==> config.mk <==
export PLATFORM = sky130hd
export DESIGN_NAME = count_bcd_display
export DESIGN_NICKNAME = d
export VERILOG_FILES = /design/src/rtl/count_bcd_display_pkg.sv /design/src/rtl/count_bcd_display_bcd_digit_adj.sv /design/src/rtl/count_bcd_display.sv
export SDC_FILE = /design/constraint.sdc
export NUM_CORES = 1
export LEC_CHECK = 0
export BUFFER_PORTS_ARGS = -buffer_cell sky130_fd_sc_hd__buf_2
export CAP_MARGIN = 40
export CORE_UTILIZATION = 38
export DETAILED_ROUTE_END_ITERATION = 10
export PLACE_DENSITY = 0.55
export REMOVE_ABC_BUFFERS = 1
export SKIP_CTS_REPAIR_TIMING = 1
export SYNTH_ARGS = -nofsm -noshare
export SYNTH_HDL_FRONTEND = slang
export SYNTH_SLANG_ARGS = --single-unit
==> constraint.sdc <==
create_clock -name CLK -period 2.95 [get_ports CLK]
set_clock_uncertainty 0.15 [all_clocks]
set_input_delay 0.59 -clock CLK [delete_from_list [all_inputs] [get_ports CLK]]
set_output_delay 0.59 -clock CLK [all_outputs]
set_load 0.005 [all_outputs]
==> src/rtl/count_bcd_display_pkg.sv <==
// ============================================================================
// Module : count_bcd_display_pkg
// Brief  : Shared FSM encoding and sizing constants for the BCD display path.
// Rev    : 1.0  initial release
// ============================================================================
`default_nettype none

package count_bcd_display_pkg;

  localparam int DIGIT_W    = 4;
  localparam int DEF_WIDTH  = 16;
  localparam int DEF_DIGITS = 5;

  typedef enum logic [1:0] {
    ST_IDLE  = 2'd0,
    ST_SHIFT = 2'd1,
    ST_DONE  = 2'd2
  } state_e;

endpackage

`default_nettype wire

==> src/rtl/count_bcd_display_bcd_digit_adj.sv <==
// ============================================================================
// Module : bcd_digit_adj
// Brief  : Double-dabble digit cell; adds 3 to a BCD digit that is 5 or more.
// Rev    : 1.0  initial release
// ============================================================================
`default_nettype none

module bcd_digit_adj
  import count_bcd_display_pkg::*;
(
  input  logic [DIGIT_W-1:0] digit_i,
  output logic [DIGIT_W-1:0] digit_o
);

  assign digit_o = (digit_i >= 4'd5) ? digit_i + 4'd3 : digit_i;

endmodule

`default_nettype wire

==> src/rtl/count_bcd_display.sv <==
// ============================================================================
// Module : count_bcd_display
// Brief  : Iterative binary-to-BCD converter with sticky overflow flag.
//          Optional macro BCD_BLANK_EN adds leading-zero blanking (blankOut).
// Rev    : 1.0  initial release
// ============================================================================
`default_nettype none

module count_bcd_display
  import count_bcd_display_pkg::*;
#(
  parameter int WIDTH  = DEF_WIDTH,
  parameter int DIGITS = DEF_DIGITS
) (
  input  logic                      CLK,
  input  logic                      clear,
  input  logic [WIDTH-1:0]          countIn,
  input  logic                      oFlowIn,
  input  logic                      start,
  input  logic                      flagAck,
  output logic                      busy,
  output logic                      valid,
  output logic [DIGIT_W*DIGITS-1:0] bcdOut,
  output logic                      oFlowFlag
`ifdef BCD_BLANK_EN
  ,
  output logic [DIGITS-1:0]         blankOut
`endif
);

  localparam int CNT_W = $clog2(WIDTH + 1);
  localparam int BCD_W = DIGIT_W * DIGITS;

  state_e             state_q, state_d;
  logic [WIDTH-1:0]   bin_q,   bin_d;
  logic [BCD_W-1:0]   scr_q,   scr_d;
  logic [CNT_W-1:0]   cnt_q,   cnt_d;
  logic [BCD_W-1:0]   bcd_q,   bcd_d;
  logic               valid_q, valid_d;
  logic               flag_q,  flag_d;
  logic [BCD_W-1:0]   w_adj;

  generate
    for (genvar g = 0; g < DIGITS; g++) begin : g_adj
      bcd_digit_adj u_adj (
        .digit_i (scr_q[g*DIGIT_W +: DIGIT_W]),
        .digit_o (w_adj[g*DIGIT_W +: DIGIT_W])
      );
    end
  endgenerate

  always_comb begin
    state_d = state_q;
    bin_d   = bin_q;
    scr_d   = scr_q;
    cnt_d   = cnt_q;
    bcd_d   = bcd_q;
    valid_d = 1'b0;
    case (state_q)
      ST_IDLE: begin
        if (start) begin
          bin_d   = countIn;
          scr_d   = '0;
          cnt_d   = CNT_W'(WIDTH);
          state_d = ST_SHIFT;
        end
      end
      ST_SHIFT: begin
        {scr_d, bin_d} = {w_adj, bin_q} << 1;
        cnt_d          = cnt_q - CNT_W'(1);
        if (cnt_q == CNT_W'(1)) state_d = ST_DONE;
      end
      ST_DONE: begin
        bcd_d   = scr_q;
        valid_d = 1'b1;
        state_d = ST_IDLE;
      end
      default: state_d = ST_IDLE;
    endcase
    // A new overflow outranks an acknowledge on the same edge.
    flag_d = oFlowIn ? 1'b1 : (flagAck ? 1'b0 : flag_q);
  end

  always_ff @(posedge CLK) begin
    if (clear) begin
      state_q <= ST_IDLE;
      bin_q   <= '0;
      scr_q   <= '0;
      cnt_q   <= '0;
      bcd_q   <= '0;
      valid_q <= 1'b0;
      flag_q  <= 1'b0;
    end else begin
      state_q <= state_d;
      bin_q   <= bin_d;
      scr_q   <= scr_d;
      cnt_q   <= cnt_d;
      bcd_q   <= bcd_d;
      valid_q <= valid_d;
      flag_q  <= flag_d;
    end
  end

  assign busy      = (state_q == ST_SHIFT);
  assign valid     = valid_q;
  assign bcdOut    = bcd_q;
  assign oFlowFlag = flag_q;

`ifdef BCD_BLANK_EN
  logic [DIGITS-1:0] blank_q, blank_d;

  // Scan from the most significant digit down; digit 0 always stays lit.
  always_comb begin
    logic zero_hi;
    zero_hi = 1'b1;
    blank_d = blank_q;
    if (state_q == ST_DONE) begin
      for (int i = DIGITS - 1; i >= 0; i--) begin
        zero_hi    = zero_hi & (scr_q[i*DIGIT_W +: DIGIT_W] == '0);
        blank_d[i] = (i != 0) && zero_hi;
      end
    end
  end

  always_ff @(posedge CLK) begin
    if (clear) blank_q <= {{(DIGITS-1){1'b1}}, 1'b0};
    else       blank_q <= blank_d;
  end

  assign blankOut = blank_q;
`endif

endmodule

`default_nettype wire
==> Word-level counts from Yosys, hierarchy flattened <==
Cells that the tools add are included.
{ "totals": {"input_bits": 21, "ff_bits": 65} }
{ "classes": {"reduce_logical": 5, "n_mux": 17, "order_cmp": 5, "eq_ne": 5, "add_sub_neg": 6} }
{ "ops": {"columns": ["op", "n"], "rows": [
  ["case mux 20 bit (2 select lines)", 1],
  ["case mux 16 bit (2 select lines)", 1],
  ["greater-or-equal comparator 4 x 3 -> 1 bit, second input constant", 5],
  ["two-way mux 20 bit", 1],
  ["adder 4 x 2 -> 4 bit, second input constant", 4],
  ["two-way mux 16 bit", 1],
  ["two-way mux 4 bit", 4],
  ["case mux 5 bit (2 select lines)", 1],
  ["equality test 5 x 1 -> 1 bit, second input constant", 1],
  ["two-way mux 5 bit", 1],
  ["subtractor 5 x 1 -> 5 bit, second input constant", 1],
  ["two-way mux 2 bit", 2],
  ["case mux 2 bit (2 select lines)", 1],
  ["AND reduction 2 bit", 2],
  ["nonzero test 2 bit", 2],
  ["adder 3 x 2 -> 3 bit, second input constant", 1],
  ["two-way mux 1 bit", 3],
  ["two-way mux 3 bit", 1],
  ["equality test 2 x 1 -> 1 bit, second input constant", 1],
  ["equality test 2 bit, second input constant", 1],
  ["logical NOT 2 bit", 1],
  ["inequality test 2 x 1 -> 1 bit, second input constant", 1],
  ["inequality test 2 bit, second input constant", 1]
]} }

==> Longest topological paths before layout <==
{ "logic_depth": {"ltp_word": 3, "ltp_mapped": 6, "depth_no_buf": 6} }

==> Hierarchy <==
From an unflattened synthesis, not the netlist that was laid out.
{ "unflattened": {"cells_unflattened": 347, "hier_area_um2": 2944.1} }
{ "by_module_without_submodules": {"columns": ["mod", "seq_area_each_um2", "area_per_inst_um2", "cells_per_inst", "n_inst"], "rows": [
  ["count_bcd_display", 1301.2, 2437.3, 267, 1],
  ["bcd_digit_adj", 0.0, 101.3, 16, 5]
]} }

==> Worst setup path before layout <==
No wires, ideal clock.
{ "synth_path": {"path_kind": "input -> register", "startpoint": "input start", "endpoint": "register cnt_q[2]", "stages": 6, "slack_ns": 1.310, "arrival_time_ns": 1.362, "cell_sequence": "buf_2 nor2_1 or2_1 buf_6 a22oi_1 nor2_1"} }
{ "synth_between": {"elab_chain_len": 2} }
{ "synth_rtl": {"columns": ["element", "line_no", "rtl"], "rows": [
  ["start: declaration", "count_bcd_display.sv:19", "input logic start,"],
  ["inequality test 2 bit (no line)", null, null],
  ["AND reduction 2 bit (no line)", null, null],
  ["end signal: assignment", "count_bcd_display.sv:97", "cnt_q <= cnt_d;"],
  ["end: declaration", "count_bcd_display.sv:37", "logic [CNT_W-1:0] cnt_q, cnt_d;"]
]} }
No other way between the ends.
A chain may end at the register's enable or synchronous reset.

==> Final worst setup path <==
{ "layout_path": {"startpoint": "register state_q[0]", "endpoint": "output busy"} }
{ "layout_between": {"elab_chain_len": 1} }
{ "layout_rtl": {"columns": ["element", "line_no", "rtl"], "rows": [
  ["start: declaration", "count_bcd_display.sv:34", "state_e state_q, state_d;"],
  ["start signal: assignment", "count_bcd_display.sv:94", "state_q <= state_d;"],
  ["equality test 2 x 1 -> 1 bit", "count_bcd_display.sv:104", "assign busy = (state_q == ST_SHIFT);"],
  ["end: declaration", "count_bcd_display.sv:21", "output logic busy,"]
]} }
No other way between the ends.

==> flow_summary.toml <==
[clock_network]
tritoncts = "yes"
htreeDepth = 3
clk_root_buffer_cell = "sky130_fd_sc_hd__clkbuf_8"
cts_sinks = 65
number_of_clock_buffers_inserted_by_tritoncts = 9
clock_latency_ps = 340
max-clock-path-buffers = 2
worst_setup_hold_path_clk_slew_ps = 70

[critical_path]
critical_path.cell_chain = "buf_4 -> nand2b_1 -> buf_4 -> inv_4 -> buf_2"
worst_setup_path_start_kind = "register"
timing.reg2reg.setup_slack_ps = 1200
end_kind = "output port"
cp_common_cell = "sky130_fd_sc_hd__buf_4"
worst-endpoint-required_ps = 2210
largest_fanout_of_any_net_on_the_critical_path = 16
timing.critical_path.max_delay_family = "buffers and inverters"
worstPathBufferInverterCount = 4
timing.critical_path.arrival_ps = 1480
crit_path_top_delay_cell = "sky130_fd_sc_hd__dfxtp_1"
slowest_delay_ps = 310
setup.worst_path.class = "reg -> out"

[global_routing]
grt_first_pass_wirelength_um = 10900
grt_start_max_net_pins = 33
grt_antenna_before_repair = 0
grtUsageTotal_pct = 16.3
first_global_vias = 2358
grt_overflow = 0

[sta]
final.period_utilization_pct = 75.1
timing.final.ws_setup_ps = 734
fmax_mhz = 451
finalMaxSlewViolations = 0
worst-slew-pin-transition_ps = 749
timing.final.hold_violations = 0
finalSetupViolations = 0
timing.setup.tns_ps = 0
post-route-min-period_ps = 2220
rsz0062_at_grt = "false"
worst_slew_margin_rel_pct = 49.9

[synthesis]
post_synth_edffs = 0
yosysMostFrequentCell = "sky130_fd_sc_hd__dfxtp_1"
async_reset_ff_share_pct = 0
synth_sequential_area_ratio_pct = 42.8
synth_area_leaders = "sky130_fd_sc_hd__dfxtp_1 43%, sky130_fd_sc_hd__a21oi_1 9.5%, sky130_fd_sc_hd__nand2_1 5.2%, sky130_fd_sc_hd__ha_1 4.9%, sky130_fd_sc_hd__nor2_1 4.7%"
synth_cell_type_count = 36
syn-cell-area_um2 = 3040
synth.largest_area_cell = "sky130_fd_sc_hd__dfxtp_1"
synth_area_per_cell_um2 = 8.36
synth_top_flop_cell = "sky130_fd_sc_hd__dfxtp_1"
synth.ff_latch_count = 65
ys.warnings.count = 0
netlist_top_cells_count = "65 x sky130_fd_sc_hd__dfxtp_1, 58 x sky130_fd_sc_hd__a21oi_1, 42 x sky130_fd_sc_hd__nand2_1, 38 x sky130_fd_sc_hd__nor2_1, 25 x sky130_fd_sc_hd__inv_1"
synth_largest_type_area_fraction_pct = 42.8
post_synth_inst_count = 364

[power_and_ir_drop]
power.density_cell_area_nw_per_um2 = 557
total_leakage_power_uw = 0.00146
design_power_total_uw = 1990
vdd_drop_max_mv = 0.219

[finish]
nets = 437
fillCellCount = 796
drive_gt1_share_pct = 20.0
area.growth.synth_to_final_pct = 17.0
final-seq-area_um2 = 1300
insertedDiodeCount = 0
multi_input_gate_area_um2 = 1530
final_core_utilization_pct = 46.1

[floorplanning]
design.die.area_um2 = 8370
floorplan.die.height_um = 91.5
pin_count = 44
std_cell_rows = 32
die_width_um = 91.5
core_area_um2 = 7730
starting_density_of_the_core_pct = 39.4

[worst_hold_path]
holdCritPathClass = "reg -> reg"

[route]
wire_per_inst_um = 12.3
post_route_drc = 0
detail_route.vias_per_cell = 4.97
drt_pre_antenna_iters = 4
num_vias = 2542
antenna_left = 0
drt_iter0_markers = 94
routed_wirelength_um = 6300

[placed_design]
io_buffer_count = 43
dp_hpwl_um = 4160
detailedPlace.worstSlack_ps = 879
final_gp_congestion = 0.755

[flow_run]
max_cap_violations = 0

[run_status]
outcome = "finished, final reports clean"
[cell usage in the layout, fill, tap and decap left out, drive strengths merged, types with 2 or more instances in the layout]
cell type	Yosys	layout
dfxtp	65	65
a21oi	58	58
buf	17	51
nand2	42	42
nor2	41	41
inv	27	28
o21ai	16	16
a22o	14	14
ha	12	12
clkbuf	5	10
nor3	8	8
o22ai	8	8
nand2b	7	7
nand3	5	5
mux2i	5	5
xnor2	5	5
a22oi	5	5
nor2b	5	5
xor2	4	4
o221a	4	4
a2111oi	3	3
mux2	2	2
bufinv	0	2
clkinv	0	2
[layer usage]
| metal | part of all wire (%) | global-route usage, % | wire length (um) | vias to the layer above |
|---|---|---|---|---|
| met3 | 5.8 | 5.78 | 364 | 12 |
| met5 | 0 | 0 | 0 | - |
| met2 | 45 | 26.4 | 2840 | 59 |
| met4 | 2.4 | 7.14 | 150 | 0 |
| met1 | 47 | 19.3 | 2950 | 1155 |
| li1 | - | - | - | 1316 |
[through the flow]
| stage | cell area (um^2) | hold slack (ps) | std cells |
|---|---|---|---|
| after floorplan | 2930 | 285 | 342 |
| after global placement | 3330 | 290 | 495 |
| after detailed placement | 3330 | 295 | 495 |
| after CTS | 3560 | 290 | 511 |
| after global routing | 3560 | 321 | 511 |
| final | 3560 | 300 | 511 |
[report_power, final]
group | leakage [uW] | total [uW] | internal, uW | switching, uW
clock network | 0.000113 | 847 | 501 | 346
registers | 0.000529 | 934 | 911 | 23.5
logic | 0.000814 | 204 | 83.4 | 121
total | 0.00146 | 1990 | 1500 | 490
[registers in the layout, summed over array words and instances, names as in the netlist]
name / flops
scr_q: 20
bin_q: 16
bcdOut: 20
state_q: 2
cnt_q: 5
valid: 1
oFlowFlag: 1
[cell families after synthesis]
| logic type | Yosys count | synth area share, % |
|---|---|---|
| flip-flops | 65 | 42.8 |
| AO/OA/AOI/OAI | 111 | 24.4 |
| XOR/XNOR | 9 | 2.59 |
| multiplexers | 7 | 2.38 |
| AND/OR/NAND/NOR | 111 | 15.8 |
| buffers and inverters | 49 | 7.11 |
| adder cells (fa/ha/maj) | 12 | 4.93 |
[final cells by class]
type	instances	share of cell area, %
multi-input cells	250	42.8
clock inverters	6	2.53
repair buffers	51	7.73
clock buffers	10	3.87
well taps	102	3.58
flip-flops and latches	65	36.5
inverters	27	2.92
[worst paths after layout]
path | from | to | cells after the start
max | state_q[0]$_SDFFE_PP0P_ | busy | 5
min | bcdOut[11]$_SDFFE_PP0P_ | bcdOut[11]$_SDFFE_PP0P_ | 2
max reg2reg | state_q[0]$_SDFFE_PP0P_ | bcdOut[4]$_SDFFE_PP0P_ | 5
min reg2reg | bcdOut[11]$_SDFFE_PP0P_ | bcdOut[11]$_SDFFE_PP0P_ | 2
[tightest hold or removal path: cells and delay by family, from the launching register on]
family          cells  cell delay (ps)
compound gates      1               50
simple gates        1               50
flops               1              310
Note: power is estimated with default switching activity, not from simulation.
